File: config.mk
export PLATFORM = sky130hd
export DESIGN_NAME = fp_minmax_scan
export DESIGN_NICKNAME = d
export VERILOG_FILES = /design/src/rtl/fp_pkg.sv /design/src/rtl/fp_minmax_scan_ieee_comp.sv /design/src/rtl/fp_minmax_scan.sv
export SDC_FILE = /design/constraint.sdc
export NUM_CORES = 1
export LEC_CHECK = 0
export CORE_ASPECT_RATIO = 1.75
export CORE_MARGIN = 3
export CORE_UTILIZATION = 53
export CTS_BUF_LIST = sky130_fd_sc_hd__clkbuf_4 sky130_fd_sc_hd__clkbuf_8 sky130_fd_sc_hd__clkbuf_16
export DETAILED_ROUTE_END_ITERATION = 8
export MAX_ROUTING_LAYER = met4
export PLACE_DENSITY_LB_ADDON = 0.25
export SYNTH_ARGS = -nofsm -noshare
export SYNTH_HDL_FRONTEND = slang
export SYNTH_SLANG_ARGS = --single-unit
File: constraint.sdc
create_clock -name clk -period 7.98 [get_ports clk]
set_input_delay 1.596 -clock clk [delete_from_list [all_inputs] [get_ports clk]]
set_output_delay 1.596 -clock clk [all_outputs]
set_load 0.1 [all_outputs]
File: src/rtl/fp_pkg.sv
// Shared definitions for the IEEE 754 min/max scan block: format constants,
// controller state encoding and a format-generic NaN test.
package fp_pkg;

    // Default binary32 field constants.
    localparam logic [7:0]  MAX_EXP    = 8'hFF;
    localparam logic [22:0] ZERO_MANT  = 23'h0;
    localparam logic [31:0] QNAN_CANON = {1'b0, MAX_EXP, 1'b1, ZERO_MANT[21:0]};

    // Controller states; the encoding is visible on the debug output.
    typedef enum logic [1:0] {
        IDLE  = 2'd0,
        ACCUM = 2'd1,
        DONE  = 2'd2
    } state_t;

    // NaN = exponent all ones and mantissa non-zero. Fields are passed
    // zero-extended so one function serves any format up to 16/64 bits.
    function automatic logic is_nan(input logic [15:0] exp_f,
                                    input logic [15:0] exp_ones,
                                    input logic [63:0] mant_f);
        return (exp_f == exp_ones) && (mant_f != 64'd0);
    endfunction

endpackage

File: src/rtl/fp_minmax_scan_ieee_comp.sv
// Combinational IEEE 754 comparator: reports a>b, a<b, a==b or unordered.
// +0 and -0 compare equal; infinities order normally; any NaN is unordered.
module ieee_comp
    import fp_pkg::*;
#(
    parameter int WIDTH      = 32,
    parameter int EXP_WIDTH  = 8,
    parameter int MANT_WIDTH = 23
) (
    input  logic [WIDTH-1:0] a,
    input  logic [WIDTH-1:0] b,
    output logic             gt,
    output logic             lt,
    output logic             eq,
    output logic             unord
);

    localparam logic [15:0] EXP_ONES = 16'((1 << EXP_WIDTH) - 1);

    logic w_a_nan;
    logic w_b_nan;
    logic w_a_zero;
    logic w_b_zero;
    logic w_mag_gt;

    assign w_a_nan  = is_nan(16'(a[WIDTH-2 -: EXP_WIDTH]), EXP_ONES, 64'(a[MANT_WIDTH-1:0]));
    assign w_b_nan  = is_nan(16'(b[WIDTH-2 -: EXP_WIDTH]), EXP_ONES, 64'(b[MANT_WIDTH-1:0]));
    assign w_a_zero = (a[WIDTH-2:0] == '0);
    assign w_b_zero = (b[WIDTH-2:0] == '0);
    assign w_mag_gt = (a[WIDTH-2:0] > b[WIDTH-2:0]);

    // Sign-magnitude ordering with the zero and NaN special cases first.
    always_comb begin
        gt    = 1'b0;
        lt    = 1'b0;
        eq    = 1'b0;
        unord = 1'b0;
        if (w_a_nan || w_b_nan) begin
            unord = 1'b1;
        end else if ((w_a_zero && w_b_zero) || (a == b)) begin
            eq = 1'b1;
        end else if (a[WIDTH-1] != b[WIDTH-1]) begin
            gt = ~a[WIDTH-1];
            lt = a[WIDTH-1];
        end else if (!a[WIDTH-1]) begin
            gt = w_mag_gt;
            lt = ~w_mag_gt;
        end else begin
            gt = ~w_mag_gt;
            lt = w_mag_gt;
        end
    end

endmodule

File: src/rtl/fp_minmax_scan.sv
// Streaming argmax/argmin over a packet of IEEE 754 values. One element per
// cycle in, one result beat per packet out, one shared comparator.
//
// Handshake: a beat transfers on a rising edge where valid && ready. The
// producer holds data/last stable while valid && !ready. out_valid stays high
// with stable outputs until out_ready; in_ready is low for that whole time,
// so a new packet starts no earlier than the cycle after the result leaves.
module fp_minmax_scan
    import fp_pkg::*;
#(
    parameter int WIDTH      = 32,
    parameter int EXP_WIDTH  = 8,
    parameter int MANT_WIDTH = 23,
    parameter int IDX_W      = 8
) (
    input  logic             clk,
    input  logic             rst,
    input  logic             mode,
    input  logic             in_valid,
    output logic             in_ready,
    input  logic [WIDTH-1:0] in_data,
    input  logic             in_last,
    output logic             out_valid,
    input  logic             out_ready,
    output logic [WIDTH-1:0] out_value,
    output logic [IDX_W-1:0] out_index,
    output logic [IDX_W-1:0] out_count,
    output logic             out_nan_seen,
    output logic             out_all_nan,
    output logic             out_ovf,
    output logic [1:0]       dbg_state
);

    localparam logic [15:0]      EXP_ONES = 16'((1 << EXP_WIDTH) - 1);
    localparam logic [IDX_W-1:0] CNT_MAX  = '1;
    localparam logic [WIDTH-1:0] QNAN     = {1'b0, {EXP_WIDTH{1'b1}}, 1'b1, {(MANT_WIDTH-1){1'b0}}};

    state_t           r_state;
    state_t           w_state_next;
    logic             r_mode;
    logic [IDX_W-1:0] r_cnt;
    logic [WIDTH-1:0] r_best_val;
    logic [IDX_W-1:0] r_best_idx;
    logic             r_have_val;
    logic             r_nan_seen;
    logic             r_ovf;

    logic             w_accept;
    logic             w_first;
    logic             w_mode_eff;
    logic             w_have_eff;
    logic [IDX_W-1:0] w_cnt_before;
    logic             w_in_nan;
    logic             w_update;
    logic             w_done;
    logic             w_gt;
    logic             w_lt;
    logic             w_eq;
    logic             w_unord;

    ieee_comp #(
        .WIDTH      (WIDTH),
        .EXP_WIDTH  (EXP_WIDTH),
        .MANT_WIDTH (MANT_WIDTH)
    ) u_comp (
        .a     (in_data),
        .b     (r_best_val),
        .gt    (w_gt),
        .lt    (w_lt),
        .eq    (w_eq),
        .unord (w_unord)
    );

    assign in_ready  = (r_state != DONE);
    assign w_accept  = in_valid && in_ready;
    assign w_done    = (r_state == DONE);
    assign dbg_state = r_state;

    // The first beat of a packet sees fresh context, not leftovers in the registers.
    assign w_first      = (r_state == IDLE);
    assign w_mode_eff   = w_first ? mode : r_mode;
    assign w_have_eff   = w_first ? 1'b0 : r_have_val;
    assign w_cnt_before = w_first ? '0 : r_cnt;
    assign w_in_nan     = is_nan(16'(in_data[WIDTH-2 -: EXP_WIDTH]), EXP_ONES,
                                 64'(in_data[MANT_WIDTH-1:0]));
    // Ties (eq) and unordered never replace the current winner.
    assign w_update     = !w_in_nan && (!w_have_eff || (w_mode_eff ? w_lt : w_gt));

    // Result outputs are only driven while the result beat is presented.
    assign out_valid    = w_done;
    assign out_value    = w_done ? (r_have_val ? r_best_val : QNAN) : '0;
    assign out_index    = (w_done && r_have_val) ? r_best_idx : '0;
    assign out_count    = w_done ? r_cnt : '0;
    assign out_nan_seen = w_done && r_nan_seen;
    assign out_all_nan  = w_done && !r_have_val;
    assign out_ovf      = w_done && r_ovf;

    // State register.
    always_ff @(posedge clk or posedge rst) begin
        if (rst) begin
            r_state <= IDLE;
        end else begin
            r_state <= w_state_next;
        end
    end

    // Next-state logic: accept until last, then hold the result until taken.
    always_comb begin
        w_state_next = r_state;
        case (r_state)
            IDLE, ACCUM: begin
                if (w_accept) begin
                    w_state_next = in_last ? DONE : ACCUM;
                end
            end
            DONE: begin
                if (out_ready) begin
                    w_state_next = IDLE;
                end
            end
            default: w_state_next = IDLE;
        endcase
    end

    // Per-element accumulation: count, flags, and the running winner.
    always_ff @(posedge clk or posedge rst) begin
        if (rst) begin
            r_mode     <= 1'b0;
            r_cnt      <= '0;
            r_best_val <= '0;
            r_best_idx <= '0;
            r_have_val <= 1'b0;
            r_nan_seen <= 1'b0;
            r_ovf      <= 1'b0;
        end else if (w_accept) begin
            if (w_first) begin
                r_mode     <= mode;
                r_cnt      <= IDX_W'(1);
                r_nan_seen <= w_in_nan;
                r_ovf      <= 1'b0;
                r_have_val <= !w_in_nan;
            end else begin
                if (r_cnt == CNT_MAX) begin
                    r_ovf <= 1'b1;
                end else begin
                    r_cnt <= r_cnt + IDX_W'(1);
                end
                if (w_in_nan) begin
                    r_nan_seen <= 1'b1;
                end
                if (!w_in_nan) begin
                    r_have_val <= 1'b1;
                end
            end
            // Pre-increment count is the index; it pins at CNT_MAX once saturated.
            if (w_update) begin
                r_best_val <= in_data;
                r_best_idx <= w_cnt_before;
            end
        end
    end

endmodule

### Word level (Yosys, flattened, before mapping)

Cells that the tools add are included.

| storage, ports and cells | value |
|---|---|
| logic and storage cells | 81 |
| ROM bits | 0 |
| memories | 0 |
| register bits after elaboration | 54 |
| output and inout bits | 55 |
| bits in latches | 0 |
| RAM bits | 0 |
| input bits | 38 |

| cells by class | value |
|---|---|
| multiply operators | 0 |
| eq/ne operators | 12 |
| bitwise gates (word level) | 2 |
| muxes and demuxes | 28 |
| divide/modulo/power cells | 0 |
| shift-type cells | 0 |
| reductions and logical operators | 29 |
| magnitude comparators | 1 |
| $add $sub $neg | 1 |

Operators with widths:

| operator | count |
|---|---|
| 32-bit 2-to-1 mux | 2 |
| 31-bit logical NOT | 2 |
| 23-bit nonzero test | 2 |
| 8-bit 2-to-1 mux | 5 |
| 32-bit == test | 1 |
| 31-bit > comparator | 1 |
| 8-bit == test (second input constant) | 3 |
| 1-bit 2-to-1 mux | 17 |
| 2-bit AND reduction | 6 |
| 2-bit != test (second input constant) | 5 |
| 1-bit logical AND | 9 |
| 8-bit by 1-bit adder with 8-bit output (second input constant) | 1 |
| 2-bit 2-to-1 mux | 3 |
| 2-bit case mux with 2 select lines | 1 |
| 2-bit nonzero test | 2 |
| 1-bit logical NOT | 3 |
| 1-bit logical OR | 3 |
| 2-bit by 1-bit == test with 1-bit output (second input constant) | 1 |
| 2-bit == test (second input constant) | 1 |
| 2-bit logical NOT | 1 |
| 1-bit NOT | 2 |
| 2-bit OR reduction | 1 |
| 1-bit != test | 1 |

### Depth between registers and ports, before layout

Gate-level depths: netlist of run 1.

| logic depth | value |
|---|---|
| depth after elaboration | 10 |
| depth in mapped cells | 12 |
| depth with buffers taken out | 11 |

### Cells and area by module

A second synthesis of run 1 with hierarchy kept.

| unflattened totals | value |
|---|---|
| cells, all modules | 420 |
| area total of the unflattened synthesis | 3,970.1 um2 |

Modules (own cells, without submodules):

| module | seq. area each (um2) | area an instance (um2) | cells an instance | times used |
|---|---|---|---|---|
| fp_minmax_scan | 1,351.3 | 2,925.3 | 269 | 1 |
| ieee_comp | 0.0 | 1,044.8 | 151 | 1 |

### Worst setup path after synthesis of run 1

No wires, ideal clock.

| timing | value |
|---|---|
| path kind | register to output |
| start | register r_state[1], in the netlist dbg_state[1] |
| end | output port out_value[24] |
| required time | 6.384 ns |
| arrival time | 3.707 ns |
| path slack | 2.677 ns |
| buffers on the path | 2 |
| cell stages (with the launch flop) | 5 |
| cells stage by stage | dfrtp_1 -> clkbuf_1 -> nand2_1 -> clkbuf_1 -> a21oi_1 |

| on the way | value |
|---|---|
| word-level cells in the longest chain between the ends | 2 |

Ends and longest elaborated chain:

| item | RTL line | RTL |
|---|---|---|
| from (decl) | fp_minmax_scan.sv:38 | `state_t r_state;` |
| from (signal assigned) | fp_minmax_scan.sv:103 | `r_state <= w_state_next;` |
| 2-bit == test | fp_minmax_scan.sv:76 | `assign w_done = (r_state == DONE);` |
| 32-bit 2-to-1 mux | fp_minmax_scan.sv:91 | `assign out_value = w_done ? (r_have_val ? r_best_val : QNAN) : '0;` |
| to (decl) | fp_minmax_scan.sv:25 | `output logic [WIDTH-1:0] out_value,` |

No other way between the ends.

### Worst setup path after layout of run 1

| timing | value |
|---|---|
| start | input port in_data[29] |
| end | register r_best_val[16] |

| on the way | value |
|---|---|
| word-level cells in the longest chain between the ends | 10 |
| elaborated cells between the ends (all ways) | 22 |
| those cells by class | 1 x order compare; 2 x eq/ne; 9 x mux; 1 x bitwise; 9 x reduce/logical |

Ends and longest elaborated chain:

| item | RTL line | RTL |
|---|---|---|
| from (decl) | fp_minmax_scan.sv:21 | `input logic [WIDTH-1:0] in_data,` |
| 31-bit > comparator | fp_minmax_scan_ieee_comp.sv:30 | `assign w_mag_gt = (a[WIDTH-2:0] > b[WIDTH-2:0]);` |
| 1-bit NOT | fp_minmax_scan_ieee_comp.sv:47, fp_minmax_scan_ieee_comp.sv:49 |  |
| 1-bit 2-to-1 mux | fp_minmax_scan_ieee_comp.sv:45 | `end else if (!a[WIDTH-1]) begin` |
| 1-bit 2-to-1 mux | fp_minmax_scan_ieee_comp.sv:42 | `end else if (a[WIDTH-1] != b[WIDTH-1]) begin` |
| 1-bit 2-to-1 mux | fp_minmax_scan_ieee_comp.sv:40 | `end else if ((w_a_zero && w_b_zero) \|\| (a == b)) begin` |
| 1-bit 2-to-1 mux | fp_minmax_scan_ieee_comp.sv:38 | `if (w_a_nan \|\| w_b_nan) begin` |
| 1-bit 2-to-1 mux | fp_minmax_scan.sv:87 | `assign w_update = !w_in_nan && (!w_have_eff \|\| (w_mode_eff ? w_lt : w_gt));` |
| 1-bit logical OR | fp_minmax_scan.sv:87 |  |
| 1-bit logical AND * | fp_minmax_scan.sv:87 |  |
| 2-bit AND reduction (no line) * | n/a |  |
| to (signal assigned) | fp_minmax_scan.sv:157 | `r_best_val <= in_data;` |
| to (decl) | fp_minmax_scan.sv:42 | `logic [WIDTH-1:0] r_best_val;` |

Mark *: on every way between the ends. The rest lies on a longest branch, timed or not.
A chain may end at the register's enable or synchronous reset.

==> impl_results.md, run 1 <==
- Clk_skew: 0.01160 ns
- Drt pass-1 iters: 4
- Post-synth top cells: 54 x dfrtp_1, 46 x inv_1, 33 x mux2_2, 33 x nor3_1, 32 x ha_1
- CTS tree: yes
- Leading area contributor after synthesis: dfrtp_1
- Antenna cells: 0
- Largest net degree at the start of global routing: 55
- Reg-to-reg slack, setup: around 4.2 ns
- Synth-to-Final Area Change: 29.62%
- Detailed-route via count: between 3000 and 4000
- Unrepaired setup endpoints after global routing: no
- Die area: between 7000 and 8000 sq um
- Post-CTS Setup Bufs: 0
- Post-DR wirelength/cell: around 17 um
- Final Hold Viols: 0
- Synth async-reset ratio: 100.0%
- ANT nets after route: 0
- Crit-path slowest cell: a31oi_4
- Syn_nets: ~440
- Worst hold path endpoint: r_ovf$_DFFE_PP0P_
- Share of cells above drive strength 1: between 10% and 20%
- Mean post-synth cell area: about 9.4 sq um
- Peak VDD IR: approximately 0.16 mV
- Least-Margin Pin Slew: ~1.1 ns
- # nets final: 530
- Setup TNS: 0 ns
- Reg2Reg Launch Point: r_best_val[30]$_DFFE_PP0P_
- Cells after synthesis: around 370
- Count of input and output buffers: 92
- Hold path depth: 2
- Number of CTS-inserted buffers: 5
- Worst R2R End: r_best_val[16]$_DFFE_PP0P_
- Total GRT Usage: roughly a quarter
- Synth Register Bits: 54
- Post-synth design cell area: between 3000 and 4000 sq um
- Final worst path period need: roughly 5.1 ns
- Max incr delay on CP: between 0.4 and 0.5 ns
- Num ports: between 90 and 100
- Clock sinks: 54
- Post-CTS sizing: 0
- Total gr overflow: 0
- Delay-heaviest family, CP: compound AO/OA/AOI/OAI gates
- H-Tree Depth: 2
- Most frequent cell after synthesis: dfrtp_1
- Slew HR: between 20% and 30%
- Latest clock arrival within the worst-skew pair: 0.30 ns
- Initial antenna violation count: 0
- Startpoint Class: input port
- Post-Route WL: slightly above 9000 um
- Final setup viols: 0
- Starting Density: between 50% and 60%
- Slew Viols, Final: 0
- Vert. Die Dim: about 110 um
- Main area contributors after synthesis: dfrtp_1 39%, ha_1 11%, mux2_2 11%
- Cell Pwr Density: about 250 nW/um^2
- Reg clk slew, reported paths: about 0.09 ns
- Post-synth EDFFs: 0
- Final period utilization: between 60% and 70%
- Via density: about 6
- Worst Setup Path Type: input port to flip-flop
- DRC Markers: 0
- Max Clk Rate: 0.1953 GHz
- # hold bufs at CTS: 0
- Worst Hold Launch: r_ovf$_DFFE_PP0P_
- Routability cong.: between 0.9 and 1
- DRT iter0 DRCs: about 250
- Data required time of the critical path: ~8.2 ns
- CTS Buffer Depth: 2
- LEAKAGE: 1.942 nW
- Worst min path class: flip-flop to flip-flop
- Ys flop type: dfrtp_1
- Sequential share of the synthesized area: around 39%
- Status: completed
- YS warnings: 0
- Die width: 67.45 um
- HPWL Detailed: roughly 7200 um
- Vias in the first global route: between 3000 and 4000
- Crit path capture type: flip-flop
- First-pass GRT wire length: about 15000 um
- Clk root buf: clkbuf_8
- Cell Rows: 38
- Inst Count DP: roughly 530
- CP Buf/Inv Count: 2
- Arr. time, crit path: between 5 and 6 ns
- Yosys top cell area share: 38.59%
- Core area: 6324 sq um
- FF-to-FF path depth: 12
- Crit. path cell count: 12
- Max-Cap Viols: 0
- Critical path, cell by cell: clkdlybuf4s50_1 -> ha_1 -> nand4_1 -> nor2_1 -> a221o_1 -> o31ai_1 -> and3_1 -> nor3_1 -> or3b_4 -> a31oi_4 -> buf_4 -> mux2_2
- Number of library cell types mapped by synthesis: 37
- Worst Path Max Fanout: 24
- Final Instance Count excl. Fillers: 540
-- logic make-up after synthesis --
family	synth area share, %
buffers and inverters	7.288
xor gates and xnor gates	1.250
and+or+nand+nor	19.58
muxes	11.18
AOI/OAI and AO/OA	10.68
DFF	38.59
adders and majority gates	11.43
-- worst max path at each step --
stage / from / endpoint / slack, ns
final: in_data[29] / r_best_val[16]$_DFFE_PP0P_ / 2.86
after global routing: in_data[30] / r_best_val[19]$_DFFE_PP0P_ / 2.67
after CTS: in_data[30] / r_best_val[13]$_DFFE_PP0P_ / 2.89
after detailed placement: in_data[30] / r_best_val[13]$_DFFE_PP0P_ / 2.58
after global placement: in_data[30] / r_best_val[18]$_DFFE_PP0P_ / 2.64
after floorplan: dbg_state[1]$_DFFE_PP0P_ / out_value[24] / 2.68
-- flip-flops by register name, summed over array words and instances (netlist names) --
| signal | cells |
|---|---|
| r_cnt | 8 |
| r_best_val | 32 |
| r_have_val | 1 |
| dbg_state | 2 |
| r_mode | 1 |
| r_ovf | 1 |
| r_best_idx | 8 |
| r_nan_seen | 1 |
-- cell type report --
| type | instances | area, sq um |
|---|---|---|
| clock buffer | 6 | 76.32 |
| timing repair buffer | 94 | 935.9 |
| inverter | 46 | 172.7 |
| fill | 497 | 1784 |
| multi-input combinational | 259 | 1896 |
| clock inverter | 1 | 7.507 |
| tap | 80 | 100.1 |
| sequential | 54 | 1351 |
-- worst min-delay path: stages (launching register included) --
cell	delay, ns
dfrtp_1	0.36
a31oi_1	0.04
nor2_1	0.08
-- power breakdown --
part,internal [mW],switching (mW)
clock,0.0638,0.0864
combinational,0.209,0.372
sequential,0.349,0.0743
total,0.622,0.533
-- metal layers --
layer | up-vias | global-route usage (%) | part of all wire, %
met5 | - | - | 0
met4 | 0 | 9.621 | 2.6
met3 | 22 | 3.251 | 5.0
met2 | 119 | 46.78 | 54
met1 | 1537 | 29.73 | 38
li1 | 1518 | - | -
-- metrics by stage --
step                      worst slack [ns]  total power [mW]  util (%)  hold WS [ns]  cell area, sq um
after floorplan                      2.677            0.8552         -        0.4545              3502
after global placement               2.638            0.9811     70.46        0.4838              4456
after detailed placement             2.577             1.006     70.46        0.4837              4456
after CTS                            2.889             1.154     71.78        0.5155              4539
after global routing                 2.671             1.229     71.78        0.5452              4539
final                                2.860             1.155     71.78        0.5173              4539
-- cells in the final DEF (no fill, tap or decap), drive strengths merged, types with 2 or more instances in the layout --
cell,n
buf,2
mux2,33
mux2i,2
a21oi,26
o2bb2ai,8
clkdlybuf4s50,92
clkbuf,6
nand4,17
and2,10
o21ai,12
and3,5
xor2,5
nor4,16
a21o,2
a31oi,2
nor2,19
ha,32
or3,2
a211oi,2
dfrtp,54
o31ai,2
nor3,33
inv,46
nand3,8
nand2,15
(Power assumes the default switching activity.)
==> run 2, diff against run 1 <==
Settings changed: CORE_UTILIZATION 53 to 44.
Clock period 7.98 ns to 4.7 ns, I/O delays scaled along.
==> run 2 against run 1 <==
Register-to-register slack lost 2.8 ns. Die area rose by 19%. Wire length fell by 4.6%. Clock skew fell by 0.0069 ns. Cell area down 0.22%. Sequential share of layout area rose by 0.066 points. Combinational power grew 68%.
==> impl_results.md, run 2 (synthesis gave the netlist of run 1 again) <==
- Status: completed
- Cell Rows: 42
- Final Hold Viols: 0
- Starting Density: between 40% and 50%
- Clock sinks: 54
- Die area: about 9100 sq um
- Worst Path Max Fanout: 16
- Worst R2R End: r_best_val[4]$_DFFE_PP0P_
- Largest net degree at the start of global routing: 47
- Die width: about 73 um
- Final period utilization: between 80% and 90%
- Vert. Die Dim: around 120 um
- Slew Viols, Final: 0
- Share of cells above drive strength 1: between 20% and 30%
- DRC Markers: 0
- Most flops, register: r_best_val
- Arr. time, crit path: 4.20 ns
- Data required time of the critical path: about 5 ns
- CTS Buffer Depth: 2
- # hold bufs at CTS: 0
- Inst Count DP: about 540
- Fillers: between 700 and 800
- CP Capture Point: r_best_val[4]$_DFFE_PP0P_
- Worst min path class: flip-flop to flip-flop
- Number of CTS-inserted buffers: 5
- Drt pass-1 iters: 4
- Clk root buf: clkbuf_16
- Max reg flops: 32
- HPWL Detailed: 7070 um
- Post-DR wirelength/cell: around 16 um
- Total gr overflow: 0
- FF-to-FF path depth: 12
- Count of input and output buffers: between 90 and 100
- Post-CTS Setup Bufs: 0
- Reg-to-reg slack, setup: between 1 and 1.5 ns
- Vias in the first global route: just over 3000
- Max Clk Rate: about 0.25 GHz
- Reg2Reg Launch Point: r_best_val[29]$_DFFE_PP0P_
- Clk_skew: about 0.0047 ns
- Final Instance Count excl. Fillers: 551
- Reg clk slew, reported paths: ~0.060 ns
- Leading cell type in the layout, fill and taps excluded: buf_4
- Max-Cap Viols: 0
- Area of the multi-input gates: 1896 sq um
- Top flop regs: r_best_val: 32 flops, r_best_idx: 8 flops, r_cnt: 8 flops
- Via density: roughly 5.5
- Routability cong.: slightly above 0.9
- Total GRT Usage: 20.79%
- Register area: between 1000 and 1500 sq um
- Least-Margin Pin Slew: 0.9711 ns
- Post-CTS sizing: 0
- Crit path capture type: flip-flop
- DRT iter0 DRCs: 150
- Unrepaired setup endpoints after global routing: no
- Startpoint Class: input port
- Cell Pwr Density: 465.1 nW/um^2
- Antenna cells: 0
- Core area: roughly 7700 sq um
- Setup TNS: 0 ns
- Post-Route WL: between 8000 and 9000 um
- Crit. Startpoint: in_data[29]
- Final setup viols: 0
- Initial antenna violation count: 0
- H-Tree Depth: 2
- ANT nets after route: 0
- Core Util, Final: approximately 59%
- Num ports: 93
- Detailed-route via count: 3026
- Synth-to-Final Area Change: 29.33%
- Worst Setup Path Type: input port to flip-flop
- # nets final: around 530
- Latest clock arrival within the worst-skew pair: just under 0.3 ns
- Final worst path period need: ~4.0 ns
- CTS tree: yes
- LEAKAGE: roughly 2.1 nW
- Peak VDD IR: 0.3110 mV
- Slew HR: a little over a third
- First-pass GRT wire length: 14320 um
- Most frequent cells in the layout: 56 x buf_4, 54 x dfrtp_1, 45 x inv_1
-- run 2: cell count changes in the layout (fill, tap and decap cells not counted), sizes merged --
| cell | previous run | this run |
|---|---|---|
| inv | 46 | 47 |
| clkinvlp | 1 | 0 |
| bufinv | 0 | 1 |
| clkinv | 0 | 1 |
| clkdlybuf4s50 | 92 | 39 |
| clkbuf | 6 | 5 |
| buf | 2 | 57 |
-- run 2: layer usage --
metal / up-vias / share of wire, % / GRT usage [%] / routed length [um]
met3: 13 / 4.3 / 2.908 / 386
met4: 0 / 1.6 / 6.236 / 145
met1: 1416 / 39 / 22.80 / 3490
met2: 72 / 55 / 38.06 / 4860
met5: - / 0 / - / 0
li1: 1525 / - / - / -
-- run 2: worst max-delay path: stages --
cell and delay (ns):
clkdlybuf4s50_1 0.48, ha_1 0.37, nand4_1 0.20, nor2_1 0.07, a221o_1 0.31, o31ai_1 0.32, a21oi_1 0.13, o21ai_1 0.14
or3b_4 0.41, a31oi_4 0.20, buf_4 0.25, mux2_2 0.36
-- run 2: layout make-up --
type	instances	share of cell area [%]
clock buffer	5	2.762
clock inverter	3	0.9669
inverter	46	3.812
multi-input combinational	259	41.85
sequential	54	29.83
tap	88	2.431
timing repair buffer	96	18.34
-- run 2: power breakdown --
| part | internal, mW | total, mW | switching, mW |
|---|---|---|---|
| Clock | 0.252 | 0.418 | 0.166 |
| Combinational | 0.349 | 0.976 | 0.627 |
| Sequential | 0.594 | 0.713 | 0.118 |
| Total | 1.20 | 2.11 | 0.911 |
-- run 2: per-stage QoR --
stage	area, sq um	worst slack [ns]	hold slack (ns)	total power [mW]
after global placement	4360	0.4869	0.4804	1.672
final	4529	0.6792	0.5075	2.107
after floorplan	3502	0.05300	0.4545	1.452
after detailed placement	4360	0.4023	0.4949	1.700
after CTS	4529	0.6904	0.5121	2.125
after global routing	4529	0.5121	0.5439	2.250
-- run 2: worst min-delay path by stage --
| stage | startpoint | to | slack, ns | cells after the start |
|---|---|---|---|---|
| finish | r_best_idx[7]$_DFFE_PP0P_ | r_best_idx[7]$_DFFE_PP0P_ | 0.51 | 2 |
| global route | r_best_idx[3]$_DFFE_PP0P_ | r_best_idx[3]$_DFFE_PP0P_ | 0.54 | 2 |
| CTS | r_ovf$_DFFE_PP0P_ | r_ovf$_DFFE_PP0P_ | 0.51 | 2 |
| detailed placement | r_ovf$_DFFE_PP0P_ | r_ovf$_DFFE_PP0P_ | 0.49 | 2 |
| global placement | r_ovf$_DFFE_PP0P_ | r_ovf$_DFFE_PP0P_ | 0.48 | 2 |
| floorplan | r_ovf$_DFFE_PP0P_ | r_ovf$_DFFE_PP0P_ | 0.45 | 2 |
==> run 3, diff against run 2 <==
Settings changed: CTS_CLUSTER_SIZE from default to 12.
==> results of run 3 <==
No change in the layout: final DEF, timing and power equal those of run 2.
